$ cat src/rtl/bp_pkg.sv
// rtl/bp_pkg.sv - shared branch predictor types and PHT counter encodings
package bp_pkg;

   localparam int unsigned PHT_INDEX_WIDTH = 10;

   // 2-bit saturating counter states, shared with the PHT array
   localparam logic [1:0] STRONGLY_NOT_TAKEN = 2'b00;
   localparam logic [1:0] WEAKLY_NOT_TAKEN   = 2'b01;
   localparam logic [1:0] WEAKLY_TAKEN       = 2'b10;
   localparam logic [1:0] STRONGLY_TAKEN     = 2'b11;

   typedef struct packed {
      logic [PHT_INDEX_WIDTH-1:0] index;
      logic                       taken;
   } pht_upd_t;

   // Saturating counter step applied by the PHT when an update strobe arrives
   function automatic logic [1:0] ctr_update(input logic [1:0] ctr, input logic taken);
      logic [1:0] nxt;
      nxt = ctr;
      if (taken && ctr != STRONGLY_TAKEN) begin
         nxt = ctr + 2'd1;
      end else if (!taken && ctr != STRONGLY_NOT_TAKEN) begin
         nxt = ctr - 2'd1;
      end
      return nxt;
   endfunction

endpackage

$ cat src/rtl/bp_upd_fifo.sv
// rtl/bp_upd_fifo.sv - synchronous queue of pending PHT updates
module bp_upd_fifo
   import bp_pkg::*;
#(
   parameter int unsigned INDEX_WIDTH = PHT_INDEX_WIDTH,
   parameter int unsigned DEPTH       = 4
) (
   input  logic                         clk_i,
   input  logic                         rst_ni,
   input  logic                         push_i,
   input  logic [INDEX_WIDTH-1:0]       push_index_i,
   input  logic                         push_taken_i,
   input  logic                         pop_i,
   output logic [INDEX_WIDTH-1:0]       head_index_o,
   output logic                         head_taken_o,
   output logic                         full_o,
   output logic                         empty_o,
   output logic [$clog2(DEPTH):0]       count_o
);

   localparam int unsigned PTR_W = $clog2(DEPTH);
   localparam int unsigned CNT_W = PTR_W + 1;

   // Same layout as pht_upd_t, sized by this instance's index width
   typedef struct packed {
      logic [INDEX_WIDTH-1:0] index;
      logic                   taken;
   } upd_t;

   upd_t             mem [DEPTH];
   logic [PTR_W-1:0] wr_ptr;
   logic [PTR_W-1:0] rd_ptr;
   logic [CNT_W-1:0] count;
   logic             do_push;
   logic             do_pop;
   upd_t             head;

   assign full_o  = (count == CNT_W'(DEPTH));
   assign empty_o = (count == '0);
   assign count_o = count;

   // Overflowing pushes and underflowing pops are ignored
   assign do_push = push_i && !full_o;
   assign do_pop  = pop_i && !empty_o;

   // Head reads as zero when nothing is queued
   assign head         = empty_o ? '0 : mem[rd_ptr];
   assign head_index_o = head.index;
   assign head_taken_o = head.taken;

   // Storage write; contents need no reset since the head is masked when empty
   always_ff @(posedge clk_i) begin
      if (do_push) begin
         mem[wr_ptr] <= '{index: push_index_i, taken: push_taken_i};
      end
   end

   // Pointers wrap naturally (power-of-two depth); count tracks occupancy
   always_ff @(posedge clk_i or negedge rst_ni) begin
      if (!rst_ni) begin
         wr_ptr <= '0;
         rd_ptr <= '0;
         count  <= '0;
      end else begin
         if (do_push) wr_ptr <= wr_ptr + PTR_W'(1);
         if (do_pop)  rd_ptr <= rd_ptr + PTR_W'(1);
         case ({do_push, do_pop})
            2'b10:   count <= count + CNT_W'(1);
            2'b01:   count <= count - CNT_W'(1);
            default: count <= count;
         endcase
      end
   end

endmodule

$ cat src/rtl/pht_update_ctrl.sv
// rtl/pht_update_ctrl.sv - PHT index hash, GHR tracking and update sequencing
module pht_update_ctrl
   import bp_pkg::*;
#(
   parameter int unsigned PC_WIDTH    = 32,
   parameter int unsigned INDEX_WIDTH = PHT_INDEX_WIDTH,
   parameter int unsigned GHR_WIDTH   = 10,
   parameter int unsigned QUEUE_DEPTH = 4
) (
   input  logic                   clk_i,
   input  logic                   rst_ni,
   input  logic [PC_WIDTH-1:0]    fetch_pc_i,
   input  logic                   fetch_br_i,
   input  logic                   fetch_pred_i,
   output logic [INDEX_WIDTH-1:0] rd_index_o,
   input  logic                   res_valid_i,
   output logic                   res_ready_o,
   input  logic [INDEX_WIDTH-1:0] res_index_i,
   input  logic                   res_taken_i,
   input  logic                   res_mispred_i,
   input  logic                   flush_i,
   input  logic                   pht_ready_i,
   output logic                   update_en_o,
   output logic [INDEX_WIDTH-1:0] update_index_o,
   output logic                   br_taken_o,
   output logic [GHR_WIDTH-1:0]   spec_ghr_o
);

   logic [GHR_WIDTH-1:0]        spec_ghr;
   logic [GHR_WIDTH-1:0]        spec_ghr_next;
   logic [GHR_WIDTH-1:0]        commit_ghr;
   logic [GHR_WIDTH-1:0]        commit_ghr_next;
   logic                        accepted;
   logic                        recover;
   logic                        fifo_full;
   logic                        fifo_empty;
   logic [$clog2(QUEUE_DEPTH):0] fifo_count_unused;
   logic                        pc_unused;

   // Word-aligned PC bits hashed with the zero-extended speculative history
   assign rd_index_o = fetch_pc_i[INDEX_WIDTH+1:2] ^ INDEX_WIDTH'(spec_ghr);
   assign pc_unused  = ^{fetch_pc_i[PC_WIDTH-1:INDEX_WIDTH+2], fetch_pc_i[1:0]};

   // Ready is a decode of the registered occupancy; no pass-through when full
   assign res_ready_o = !fifo_full;
   assign accepted    = res_valid_i && res_ready_o;
   assign update_en_o = !fifo_empty && pht_ready_i;
   assign spec_ghr_o  = spec_ghr;

   bp_upd_fifo #(
      .INDEX_WIDTH (INDEX_WIDTH),
      .DEPTH       (QUEUE_DEPTH)
   ) u_upd_fifo (
      .clk_i        (clk_i),
      .rst_ni       (rst_ni),
      .push_i       (accepted),
      .push_index_i (res_index_i),
      .push_taken_i (res_taken_i),
      .pop_i        (update_en_o),
      .head_index_o (update_index_o),
      .head_taken_o (br_taken_o),
      .full_o       (fifo_full),
      .empty_o      (fifo_empty),
      .count_o      (fifo_count_unused)
   );

   // Next-state for both histories; the shift form also covers a 1-bit history
   always_comb begin
      commit_ghr_next = commit_ghr;
      spec_ghr_next   = spec_ghr;
      recover         = (accepted && res_mispred_i) || flush_i;
      if (accepted) begin
         commit_ghr_next = (commit_ghr << 1) | GHR_WIDTH'(res_taken_i);
      end
      if (recover) begin
         // Recovery wins; a fetch shift in the same cycle is wrong-path and dropped
         spec_ghr_next = commit_ghr_next;
      end else if (fetch_br_i) begin
         spec_ghr_next = (spec_ghr << 1) | GHR_WIDTH'(fetch_pred_i);
      end
   end

   // History registers
   always_ff @(posedge clk_i or negedge rst_ni) begin
      if (!rst_ni) begin
         spec_ghr   <= '0;
         commit_ghr <= '0;
      end else begin
         spec_ghr   <= spec_ghr_next;
         commit_ghr <= commit_ghr_next;
      end
   end

endmodule
$ cat config.mk
export PLATFORM = sky130hd
export DESIGN_NAME = pht_update_ctrl
export DESIGN_NICKNAME = d
export VERILOG_FILES = /design/src/rtl/bp_pkg.sv /design/src/rtl/bp_upd_fifo.sv /design/src/rtl/pht_update_ctrl.sv
export SDC_FILE = /design/constraint.sdc
export NUM_CORES = 1
export LEC_CHECK = 0
export ABC_AREA = 1
export BUFFER_PORTS_ARGS = -buffer_cell sky130_fd_sc_hd__clkbuf_2
export CORE_ASPECT_RATIO = 2
export CORE_MARGIN = 3
export CORE_UTILIZATION = 50
export DETAILED_ROUTE_END_ITERATION = 10
export PLACE_DENSITY_LB_ADDON = 0.15
export SLEW_MARGIN = 5
export SYNTH_ARGS = -nofsm -noshare
export SYNTH_HDL_FRONTEND = slang
export SYNTH_SLANG_ARGS = --single-unit
$ cat constraint.sdc
create_clock -name clk_i -period 3.2 [get_ports clk_i]
set_clock_uncertainty 0.2 [all_clocks]
set_input_delay 0.8 -clock clk_i [delete_from_list [all_inputs] [get_ports clk_i]]
set_output_delay 0.8 -clock clk_i [all_outputs]
set_load 0.05 [all_outputs]
# Word level (Yosys, flattened, before mapping)
# Memories as Yosys holds them, arrays and structs flattened.
# Cells that the tools add are included.
[classes]
add_sub_neg = 4
n_eq_ne = 3
bitwise = 3
reduce_logical = 11
mux = 7
[op_table]
columns = ["operator", "n"]
rows = [
  ["10-bit 2-to-1 mux", 3],
  ["10-bit by 1-bit OR with 10-bit output", 2],
  ["11-bit 2-to-1 mux", 1],
  ["10-bit bitwise XOR", 1],
  ["3-bit case mux with 2 select lines", 1],
  ["1-bit logical AND", 5],
  ["2-bit by 1-bit adder with 2-bit output, second input constant", 2],
  ["2-bit nonzero test", 2],
  ["3-bit by 1-bit adder with 3-bit output, second input constant", 1],
  ["3-bit equality test, second input constant", 1],
  ["3-bit logical NOT", 1],
  ["3-bit by 1-bit subtractor with 3-bit output, second input constant", 1],
  ["2-bit by 1-bit equality test with 1-bit output, second input constant", 1],
  ["2-bit equality test, second input constant", 1],
  ["1-bit logical NOT", 2],
  ["1-bit 2-to-1 mux", 2],
  ["1-bit logical OR", 1],
]
[totals]
word_cells = 34
inputBits = 51
n_memories = 1
ramBits = 44
out_inout_bits = 33
register_bits = 27
[memory_table]
columns = ["name", "words", "width", "rd", "rd_clocked_by_memory_dff", "wr", "line", "text"]
rows = [
  ["u_upd_fifo.mem", 4, 11, 1, 0, 1, "bp_upd_fifo.sv:30", "upd_t mem [DEPTH];"],
]

# Depth between registers and ports, before layout
# Gate-level depths: netlist of the first run.
[logic_depth]
word_depth = 6
ltp_mapped = 10
mapped_depth_nobuf = 9

# Cells and area by module
# A second synthesis of the first run with hierarchy kept.
[unflattened]
hier_cells = 363
hier_area_um2 = 3523.4
[by_module_without_submodules]
columns = ["mod", "seq_area_each_um2", "n_inst", "cells_each", "area_each_um2"]
rows = [
  ["bp_upd_fifo", 1496.4, 1, 232, 2444.8],
  ["pht_update_ctrl", 500.5, 1, 131, 1078.5],
]

# Least setup slack after synthesis of the first run
# Ideal clock, no wire load.
[synth_timing]
kind = "input -> register"
from = "input port pht_ready_i"
to = "register u_upd_fifo.count[2], in the netlist u_upd_fifo.count_o[2]"
required_ps = 2876
cell_stages = 8
setup_time_ps = 124
slack_ps = 221
n_path_buf = 0
t_arrival_ps = 2655
path_cell_list = "inv_1 -> nor2_1 -> ha_1 -> inv_1 -> fa_1 -> a21oi_1 -> o21ai_0 -> xnor2_1"
[synth_via]
elab_chain_len = 4
word_cells_on_any_way = 6
cone_classes = "2 x eq/ne; 1 x mux; 3 x reduce/logical"
[synth_lines]
columns = ["element", "line", "text"]
rows = [
  ["from (decl)", "pht_update_ctrl.sv:22", "input logic pht_ready_i,"],
  ["1-bit logical AND (*)", "pht_update_ctrl.sv:47", "assign update_en_o = !fifo_empty && pht_ready_i;"],
  ["via update_en_o", "pht_update_ctrl.sv:23", "output logic update_en_o,"],
  ["1-bit logical AND (*)", "bp_upd_fifo.sv:44", "assign do_pop = pop_i && !empty_o;"],
  ["2-bit by 1-bit equality test with 1-bit output / 2-bit equality test (equally long branches)", "bp_upd_fifo.sv:67", "case ({do_push, do_pop})"],
  ["3-bit case mux with 2 select lines / 2-bit nonzero test (equally long branches)", "-", ""],
  ["to (signal assigned)", "bp_upd_fifo.sv:68", "2'b10: count <= count + CNT_W'(1);"],
  ["to (signal assigned)", "bp_upd_fifo.sv:69", "2'b01: count <= count - CNT_W'(1);"],
  ["to (signal assigned)", "bp_upd_fifo.sv:70", "default: count <= count;"],
  ["to (decl)", "bp_upd_fifo.sv:33", "logic [CNT_W-1:0] count;"],
]
# The timed path passes the listed nets; every way through them passes the cells marked *.
# A chain may end at the register's enable or synchronous reset.

# Worst setup path after layout of the first run
[layout_timing]
from = "register u_upd_fifo.rd_ptr[0]"
to = "output port update_index_o[7]"
[layout_via]
elab_chain_len = 2
[layout_lines]
columns = ["element", "line", "text"]
rows = [
  ["from (decl)", "bp_upd_fifo.sv:32", "logic [PTR_W-1:0] rd_ptr;"],
  ["from (signal assigned)", "bp_upd_fifo.sv:66", "if (do_pop) rd_ptr <= rd_ptr + PTR_W'(1);"],
  ["memory read 4 x 11 bit", "-", ""],
  ["11-bit 2-to-1 mux", "bp_upd_fifo.sv:47", "assign head = empty_o ? '0 : mem[rd_ptr];"],
  ["to (decl)", "pht_update_ctrl.sv:24", "output logic [INDEX_WIDTH-1:0] update_index_o,"],
]
# Every way passes these cells.

==> results of run 1 <==
worst reg2reg max path, delay by kind of cell (launching register included):
| family | cells | cell delay [ns] |
|---|---|---|
| DFF | 1 | 0.42 |
| buffers and inverters | 1 | 0.07 |
| AOI/OAI and AO/OA | 2 | 0.25 |
| adders and majority gates | 2 | 0.57 |
| and+or+nand+nor | 3 | 0.58 |
| xor gates and xnor gates | 1 | 0.14 |
state kept, by name, summed over array words and instances (netlist names):
register            cells
u_upd_fifo.mem         44
commit_ghr             10
spec_ghr_o             10
u_upd_fifo.count_o      3
u_upd_fifo.rd_ptr       2
u_upd_fifo.wr_ptr       2
power by group through the flow:
stage               Sequential, mW  Clock, mW  Combinational (mW)
floorplan                     1.59          0                1.48
global placement              1.45          0                2.08
detailed placement            1.45          0                2.11
CTS                           1.44      0.962                2.12
global route                  1.47       1.00                2.28
finish                        1.44      0.946                2.10
cell usage in the layout (no fill, tap or decap):
cell type	Yosys	routed
xor2_1	13	13
clkbuf_16	0	9
nor3_1	1	1
edfxtp_1	44	44
clkinv_1	1	2
dfrtp_1	27	27
clkinvlp_4	0	3
nand3b_1	9	9
ha_1	5	5
inv_2	1	1
nand2_2	6	6
fa_1	1	1
buf_4	3	8
clkinv_2	0	1
clkbuf_1	6	1
nand2_4	1	1
xnor2_1	2	2
bufinv_16	0	1
a21oi_1	13	13
nand4_1	10	10
nand2_1	40	40
inv_1	15	15
nor2_1	51	51
o21ai_0	24	24
clkbuf_2	0	61
nand3_1	21	21
logic make-up after synthesis:
family / Yosys count
AOI/OAI and AO/OA: 37
and+or+nand+nor: 139
buffers and inverters: 33
xor gates and xnor gates: 15
DFF: 71
adders and majority gates: 6
per-stage QoR:
stage               worst slack, ns   util
floorplan                     0.221      -
global placement              0.559  0.583
detailed placement            0.526  0.583
CTS                           0.168  0.631
global route                 0.0380  0.631
finish                        0.166  0.631
worst paths after layout:
kind	from	endpoint	slack, ns	cells after the start
min in group asynchronous	rst_ni	spec_ghr_o[8]	0.31	1
max in group asynchronous	rst_ni	u_upd_fifo.rd_ptr[1]	2.04	1
worst max register to register	u_upd_fifo.count_o[0]	u_upd_fifo.count_o[2]	0.85	9
worst max-delay path	u_upd_fifo.rd_ptr[0]	update_index_o[7]	0.17	6
worst min register to register	commit_ghr[2]	commit_ghr[2]	0.29	2
worst min-delay path	commit_ghr[2]	commit_ghr[2]	0.29	2
layer usage:
| layer | part of all wire | track usage |
|---|---|---|
| met3 | 0.045 | 0.0466 |
| met5 | 0 | 0 |
| met1 | 0.36 | 0.173 |
| met4 | 0.031 | 0.104 |
| met2 | 0.56 | 0.339 |
layout make-up:
| class | count | share of cell area |
|---|---|---|
| Tap cell | 84 | 0.0273 |
| Clock inverter | 6 | 0.0159 |
| Clock buffer | 10 | 0.0595 |
| Inverter | 17 | 0.0166 |
| Timing Repair Buffer | 69 | 0.0949 |
| Multi-Input combinational cell | 197 | 0.267 |
| Sequential cell | 71 | 0.519 |
==> metrics, run 1 <==
status finished clean; max-cap violations 0; Internal 2.38 mW; Layout Nets 422; post-route cell area 0.00385 mm2; clk sinks 71; Pre-antenna DRT Iters 4; H-tree Lvls 3; first-pass GRT wire length 10400 um; Critical Path Fanout Max 16; fin crit share 0.948; largest family of logic cells by synthesized area simple AND/OR/NAND/NOR gates; site row count 40; Net Sw Frac 0.470; Die Span Y 119 um; CP most frequent cell nor2_1; FMAX 0.330 GHz; final hold vios 0; post-synthesis register bit count 71; Placeable Area 0.00611 mm2; Net Sw Power 2.10 mW; sequential share of power 0.321; RSZ-0062 raised after global routing false; post-synthesis simple-gate area fraction 0.198; startpoint types flop; clock group share of total power 0.211; max incr delay on CP 0.72 ns; complex-gate fraction of the synthesized area 0.0582; IO buf count 61; post-synthesis adder-cell area fraction 0.0260; Final Non-Filler Cells 454; Num CTS Buffers 9; drt total wl 6170 um; layout cells sized above 1 0.246; Die Area 0.00741 mm2; worst IR drop on VDD 0.693 mV; total gr overflow 0; slew margin rel. 0.540; Avg Cell Area, Syn 10.6 um2; Initial Util 0.521; final RePlAce weighted congestion 0.728; drt wl/cell 13.6 um; setup_tns 0 ns; XOR/XNOR share of the synthesized area 0.0413; number of global-route vias before repair 2408; critical path capture point type output port; Inst Count DP 438; Cell Chain, Critical Path buf_4 > nor2_1 > nor2_1 > o21ai_0 > a21oi_1 > clkbuf_2; Netlist cell types 23; CP bufs+invs 2; CTS resizes 0; hold_buf cts 0; Tmin final 3.03 ns; remaining antenna violation count 0; arrival time worst endpoint 2.03 ns; area occupied by multi-input gates 0.00103 mm2; CTS tree built; clock tree buffer depth 2; worst min-delay path category reg -> reg; hpwl dp 4340 um; syn nets 358; CP Class reg -> out; synth warn 0; top cells by area, synth edfxtp_1 42%, dfrtp_1 21%, nor2_1 6.0%; IO Count 84; Final Max Tran Viols 0; Die W 62.4 um; Post-synth EDFFs 44; Power Total 4.48 mW; antenna cells 0; final setup fails 0; Filler Cell Count 553; Worst EP required 2.20 ns; DP Area 0.00356 mm2; Hold WS 0.291 ns; Most used DFF post-synth edfxtp_1; post-CTS setup buffers 0; Leakage 1.70 nW; area occupied by registers 0.00200 mm2; slowest CP cell dfrtp_1; CTS clk-pin slew, worst paths 0.05 ns; worst skew pair latency 0.32 ns; DRT iter0 DRCs 91; largest net degree at the start of global routing 28; most instantiated cells after synthesis 51 x nor2_1, 44 x edfxtp_1, 40 x nand2_1; worst slew pin tran 0.690 ns; Yosys top cell area share 0.415; sequential share of the synthesized area 0.628; Comb power frac 0.468; routed via count 2333; area delta synth->final 21.1%; Pwr Density 1160 mW/mm2; vias per cell 5.14; All-Layer GR Usage 0.181; Top delay family on crit path flip-flops; DRC viols 0; most common cell in the netlist nor2_1; Async SR Flop Fraction 0.380; mapped cell area 0.00318 mm2; largest area contributor in the netlist edfxtp_1; multiplexer share of the synthesized area 0; post-synthesis cell count 301; Root Buffer clkbuf_16; initial antenna violation count 0
Power figures use the tool's default switching activity.
==> run 2, diff against run 1 <==
--- a/config.mk
+++ b/config.mk
@@ -9,7 +9,7 @@
 export BUFFER_PORTS_ARGS = -buffer_cell sky130_fd_sc_hd__clkbuf_2
 export CORE_ASPECT_RATIO = 2
 export CORE_MARGIN = 3
-export CORE_UTILIZATION = 50
+export CORE_UTILIZATION = 37
 export DETAILED_ROUTE_END_ITERATION = 10
 export PLACE_DENSITY_LB_ADDON = 0.15
 export SLEW_MARGIN = 5
==> run 2 against run 1 <==
Non-clock buffer count rose by 1. Flip-flop and latch count did not move. Final cell count increased by 3.3%. Cell area increased by 2.0%. Combinational power hardly changed. Fmax increased by 7.0%. Die area up 32%. Critical path type unchanged.
==> metrics, run 2 (synthesis results as in run 1) <==
Largest Register u_upd_fifo.mem; number of flip-flops in the largest register 44; GRT met3 Usage 0.0353; All-Layer GR Usage 0.149; Die Area 0.00981 mm2; Cell Chain, Critical Path inv_2 > o21ai_0 > a21oi_1 > clkbuf_2; CTS clk-pin slew, worst paths 0.05 ns; clock tree buffer depth 2; largest net degree at the start of global routing 28; Top delay family on crit path buffers and inverters; setup_tns 0 ns; routed via count 2300; worst min-delay path category reg -> reg; Tmin final 2.84 ns; CP bufs+invs 2; Root Buffer clkbuf_16; area occupied by registers 0.00200 mm2; Critical Path Fanout Max 22; worst IR drop on VDD 0.535 mV; worst skew pair latency 0.33 ns; number of global-route vias before repair 2255; Num CTS Buffers 9; Pre-antenna DRT Iters 3; total gr overflow 0; site row count 47; Post-Route Utilization 0.471; hpwl dp 5000 um; DP Worst Slack 0.551 ns; antenna cells 0; FMAX 0.353 GHz; slowest CP cell dfrtp_1; CTS tree built; Worst Hold Path Cells 2; Placeable Area 0.00835 mm2; grt met1 use 0.137; RSZ-0062 raised after global routing false; Layout Nets 423; drt total wl 6900 um; status finished clean; clk sinks 71; DP Area 0.00360 mm2; remaining antenna violation count 0; arrival time worst endpoint 1.84 ns; hold_buf cts 0; IO Count 84; R2R cell count 9; DRC viols 0; Leakage 1.74 nW; DRT iter0 DRCs 85; IO buf count 61; Crit. path cell count 4; layout cells sized above 1 0.245; initial antenna violation count 0; first-pass GRT wire length 10800 um; Power Total 4.68 mW; CP Class reg -> out; Initial Util 0.381; critical path capture point type output port; max-cap violations 0; area delta synth->final 23.6%; final hold vios 0; drt wl/cell 14.7 um; post-CTS setup buffers 0; Worst EP required 2.20 ns; final setup fails 0; Filler Cell Count 821; CTS resizes 0; fin crit share 0.886; Final Max Tran Viols 0; PnR worst setup slack 0.364 ns; Die W 71.6 um; final RePlAce weighted congestion 0.675; post-route cell area 0.00393 mm2; slew margin rel. 0.538; met2 GRT Util 0.294; H-tree Lvls 3; Die Span Y 137 um; most frequent cells in the layout 61 x clkbuf_2, 51 x nor2_1, 44 x edfxtp_1; GRT Max-Usage Layer met2; commonest non-fill, non-tap cell in the layout clkbuf_2; worst slew pin tran 0.692 ns; startpoint types flop; vias per cell 4.90; Pwr Density 1190 mW/mm2; area occupied by multi-input gates 0.00103 mm2; max incr delay on CP 0.52 ns
run 2: area by class of cell:
type,instances,area share
Inverter,17,0.0162
Clock inverter,4,0.0242
Sequential cell,71,0.508
Timing Repair Buffer,70,0.0981
Multi-Input combinational cell,197,0.262
Tap cell,98,0.0312
Clock buffer,12,0.0602
run 2: layer usage:
metal / vias to the layer above / part of all wire
met3: 8 / 0.036
met1: 1098 / 0.36
li1: 1147 / -
met5: - / 0
met4: 0 / 0.019
met2: 47 / 0.58
run 2: per-stage QoR:
step	std cells	hold slack, ns
4_1_cts	469	0.300
5_1_grt	469	0.310
3_5_place_dp	453	0.287
2_1_floorplan	301	0.262
6_report	469	0.298
3_3_place_gp	453	0.282
run 2: path summary, 6_finish.rpt:
kind,slack (ns),to,start
worst max-delay path,0.36,br_taken_o,u_upd_fifo.rd_ptr[0]
worst min-delay path,0.30,commit_ghr[6],commit_ghr[6]
worst max register to register,0.84,u_upd_fifo.count_o[2],u_upd_fifo.count_o[0]
worst min register to register,0.30,commit_ghr[6],commit_ghr[6]
max in group asynchronous,2.04,u_upd_fifo.count_o[1],rst_ni
min in group asynchronous,0.31,spec_ghr_o[7],rst_ni
run 2: where the power goes:
group	internal (mW)	switching [mW]	leakage, nW	total (mW)
clock network	0.760	0.347	0.161	1.11
registers	1.26	0.180	0.743	1.44
logic	0.539	1.60	0.833	2.13
total	2.56	2.12	1.74	4.68
run 2: worst register-to-register path, stage by stage, from the launching register on:
cell and delay (ns):
dfrtp_1 0.41, nor2_1 0.15, nand2_2 0.19, nand2_4 0.25, ha_1 0.19, inv_1 0.07
fa_1 0.39, a21oi_1 0.16, o21ai_0 0.12, xnor2_1 0.13
==> run 3, diff against run 2 <==
==> constraint.sdc (replaced) <==
create_clock -name clk_i -period 2.8 [get_ports clk_i]
set_clock_uncertainty 0.2 [all_clocks]
set_input_delay 0.7 -clock clk_i [delete_from_list [all_inputs] [get_ports clk_i]]
set_output_delay 0.7 -clock clk_i [all_outputs]
set_load 0.05 [all_outputs]
==> run 3 against run 2 <==
First-iteration DRC count grew 47%. Clock power grew 15%. Worst hold slack lost 0.082 ns. Die area is the same. Combinational power grew 16%. Final cell count grew 0.64%. Highest routed layer unchanged.
==> metrics, run 3 (synthesis results as in run 1) <==
status finished clean; PnR worst setup slack 0.237 ns; arrival time worst endpoint 1.66 ns; R2R cell count 7; worst skew pair latency 0.32 ns; commonest non-fill, non-tap cell in the layout clkbuf_2; reg2reg setup slack 0.62 ns; Worst EP required 1.90 ns; CTS tree built; final hold vios 0; grt met1 use 0.145; CP Class reg -> out; met2 GRT Util 0.297; Placeable Area 0.00835 mm2; most frequent cells in the layout 61 x clkbuf_2, 50 x nor2_1, 44 x edfxtp_1; largest net degree at the start of global routing 28; Die W 71.6 um; startpoint types flop; Leakage 1.75 nW; total gr overflow 0; site row count 47; DP Area 0.00362 mm2; Final Max Tran Viols 0; Critical Path Fanout Max 14; IO buf count 61; FMAX 0.390 GHz; layout cells sized above 1 0.254; first-pass GRT wire length 11200 um; Die Area 0.00981 mm2; worst min-delay path category in -> async; number of global-route vias before repair 2341; drt total wl 6750 um; DP Worst Slack 0.454 ns; worst slew pin tran 0.708 ns; Pre-antenna DRT Iters 4; CTS clk-pin slew, worst paths 0.05 ns; slew margin rel. 0.528; Final Non-Filler Cells 472; IO Count 84; Root Buffer clkbuf_16; worst IR drop on VDD 0.713 mV; remaining antenna violation count 0; hold_buf cts 0; Post-Route Utilization 0.475; final setup fails 0; Inst Count DP 456; Die Span Y 137 um; All-Layer GR Usage 0.153; H-tree Lvls 3; Filler Cell Count 781; Tmin final 2.56 ns; hpwl dp 4830 um; Largest Register u_upd_fifo.mem; initial antenna violation count 0; number of flip-flops in the largest register 44; setup_tns 0 ns; CTS resizes 0; Num CTS Buffers 9; Layout Nets 426; critical path capture point type output port; post-route cell area 0.00396 mm2; DRT iter0 DRCs 125; area delta synth->final 24.6%; Initial Util 0.381; clk sinks 71; Pwr Density 1360 mW/mm2; Hold WS 0.216 ns; Power Total 5.38 mW; routed via count 2329; clock tree buffer depth 2; final RePlAce weighted congestion 0.743; DRC viols 0; RSZ-0062 raised after global routing false; drt wl/cell 14.3 um; antenna cells 0; post-CTS setup buffers 0; vias per cell 4.93; GRT Max-Usage Layer met2; fin crit share 0.915; max-cap violations 0; GRT met3 Usage 0.0382
==> run 3: cell count changes in the layout (fill, tap and decap cells not counted) <==
cell      change
buf_4         +3
clkbuf_1      -1
clkbuf_8      +1
clkinv_1      +1
clkinv_2      -1
nor2_1        -1
nor2_2        +1
==> run 3: cell type report <==
type                            count  area (um2)  area share
Timing Repair Buffer               73         408       0.103
Tap cell                           98         123      0.0309
Inverter                           17        63.8      0.0161
Clock inverter                      4        93.8      0.0237
Multi-Input combinational cell    197        1030       0.260
Clock buffer                       12         246      0.0622
Sequential cell                    71        2000       0.504
==> run 3: worst paths after layout <==
path / start / endpoint
max in group asynchronous: rst_ni / u_upd_fifo.count_o[2]
max reg2reg: u_upd_fifo.count_o[0] / u_upd_fifo.count_o[1]
min in group clk_i: commit_ghr[6] / commit_ghr[6]
min reg2reg: commit_ghr[6] / commit_ghr[6]
max: u_upd_fifo.rd_ptr[0] / update_index_o[9]
min: rst_ni / spec_ghr_o[9]
==> run 3: where the power goes <==
group,switching (mW),total [mW],internal [mW]
combinational,1.85,2.48,0.638
clock,0.391,1.28,0.891
sequential,0.180,1.62,1.44
total,2.42,5.38,2.97
==> run 3: worst max-delay path: stages (launching register included) <==
cell and delay [ns]:
dfrtp_1 0.38, buf_4 0.23, nor2_1 0.07, nor2_1 0.08, o21ai_0 0.09, a21oi_1 0.18, clkbuf_2 0.30
==> run 3: layer usage <==
| layer | wire [um] | vias up |
|---|---|---|
| li1 | - | 1157 |
| met3 | 347 | 10 |
| met2 | 3940 | 63 |
| met5 | 0 | - |
| met4 | 125 | 0 |
| met1 | 2330 | 1099 |
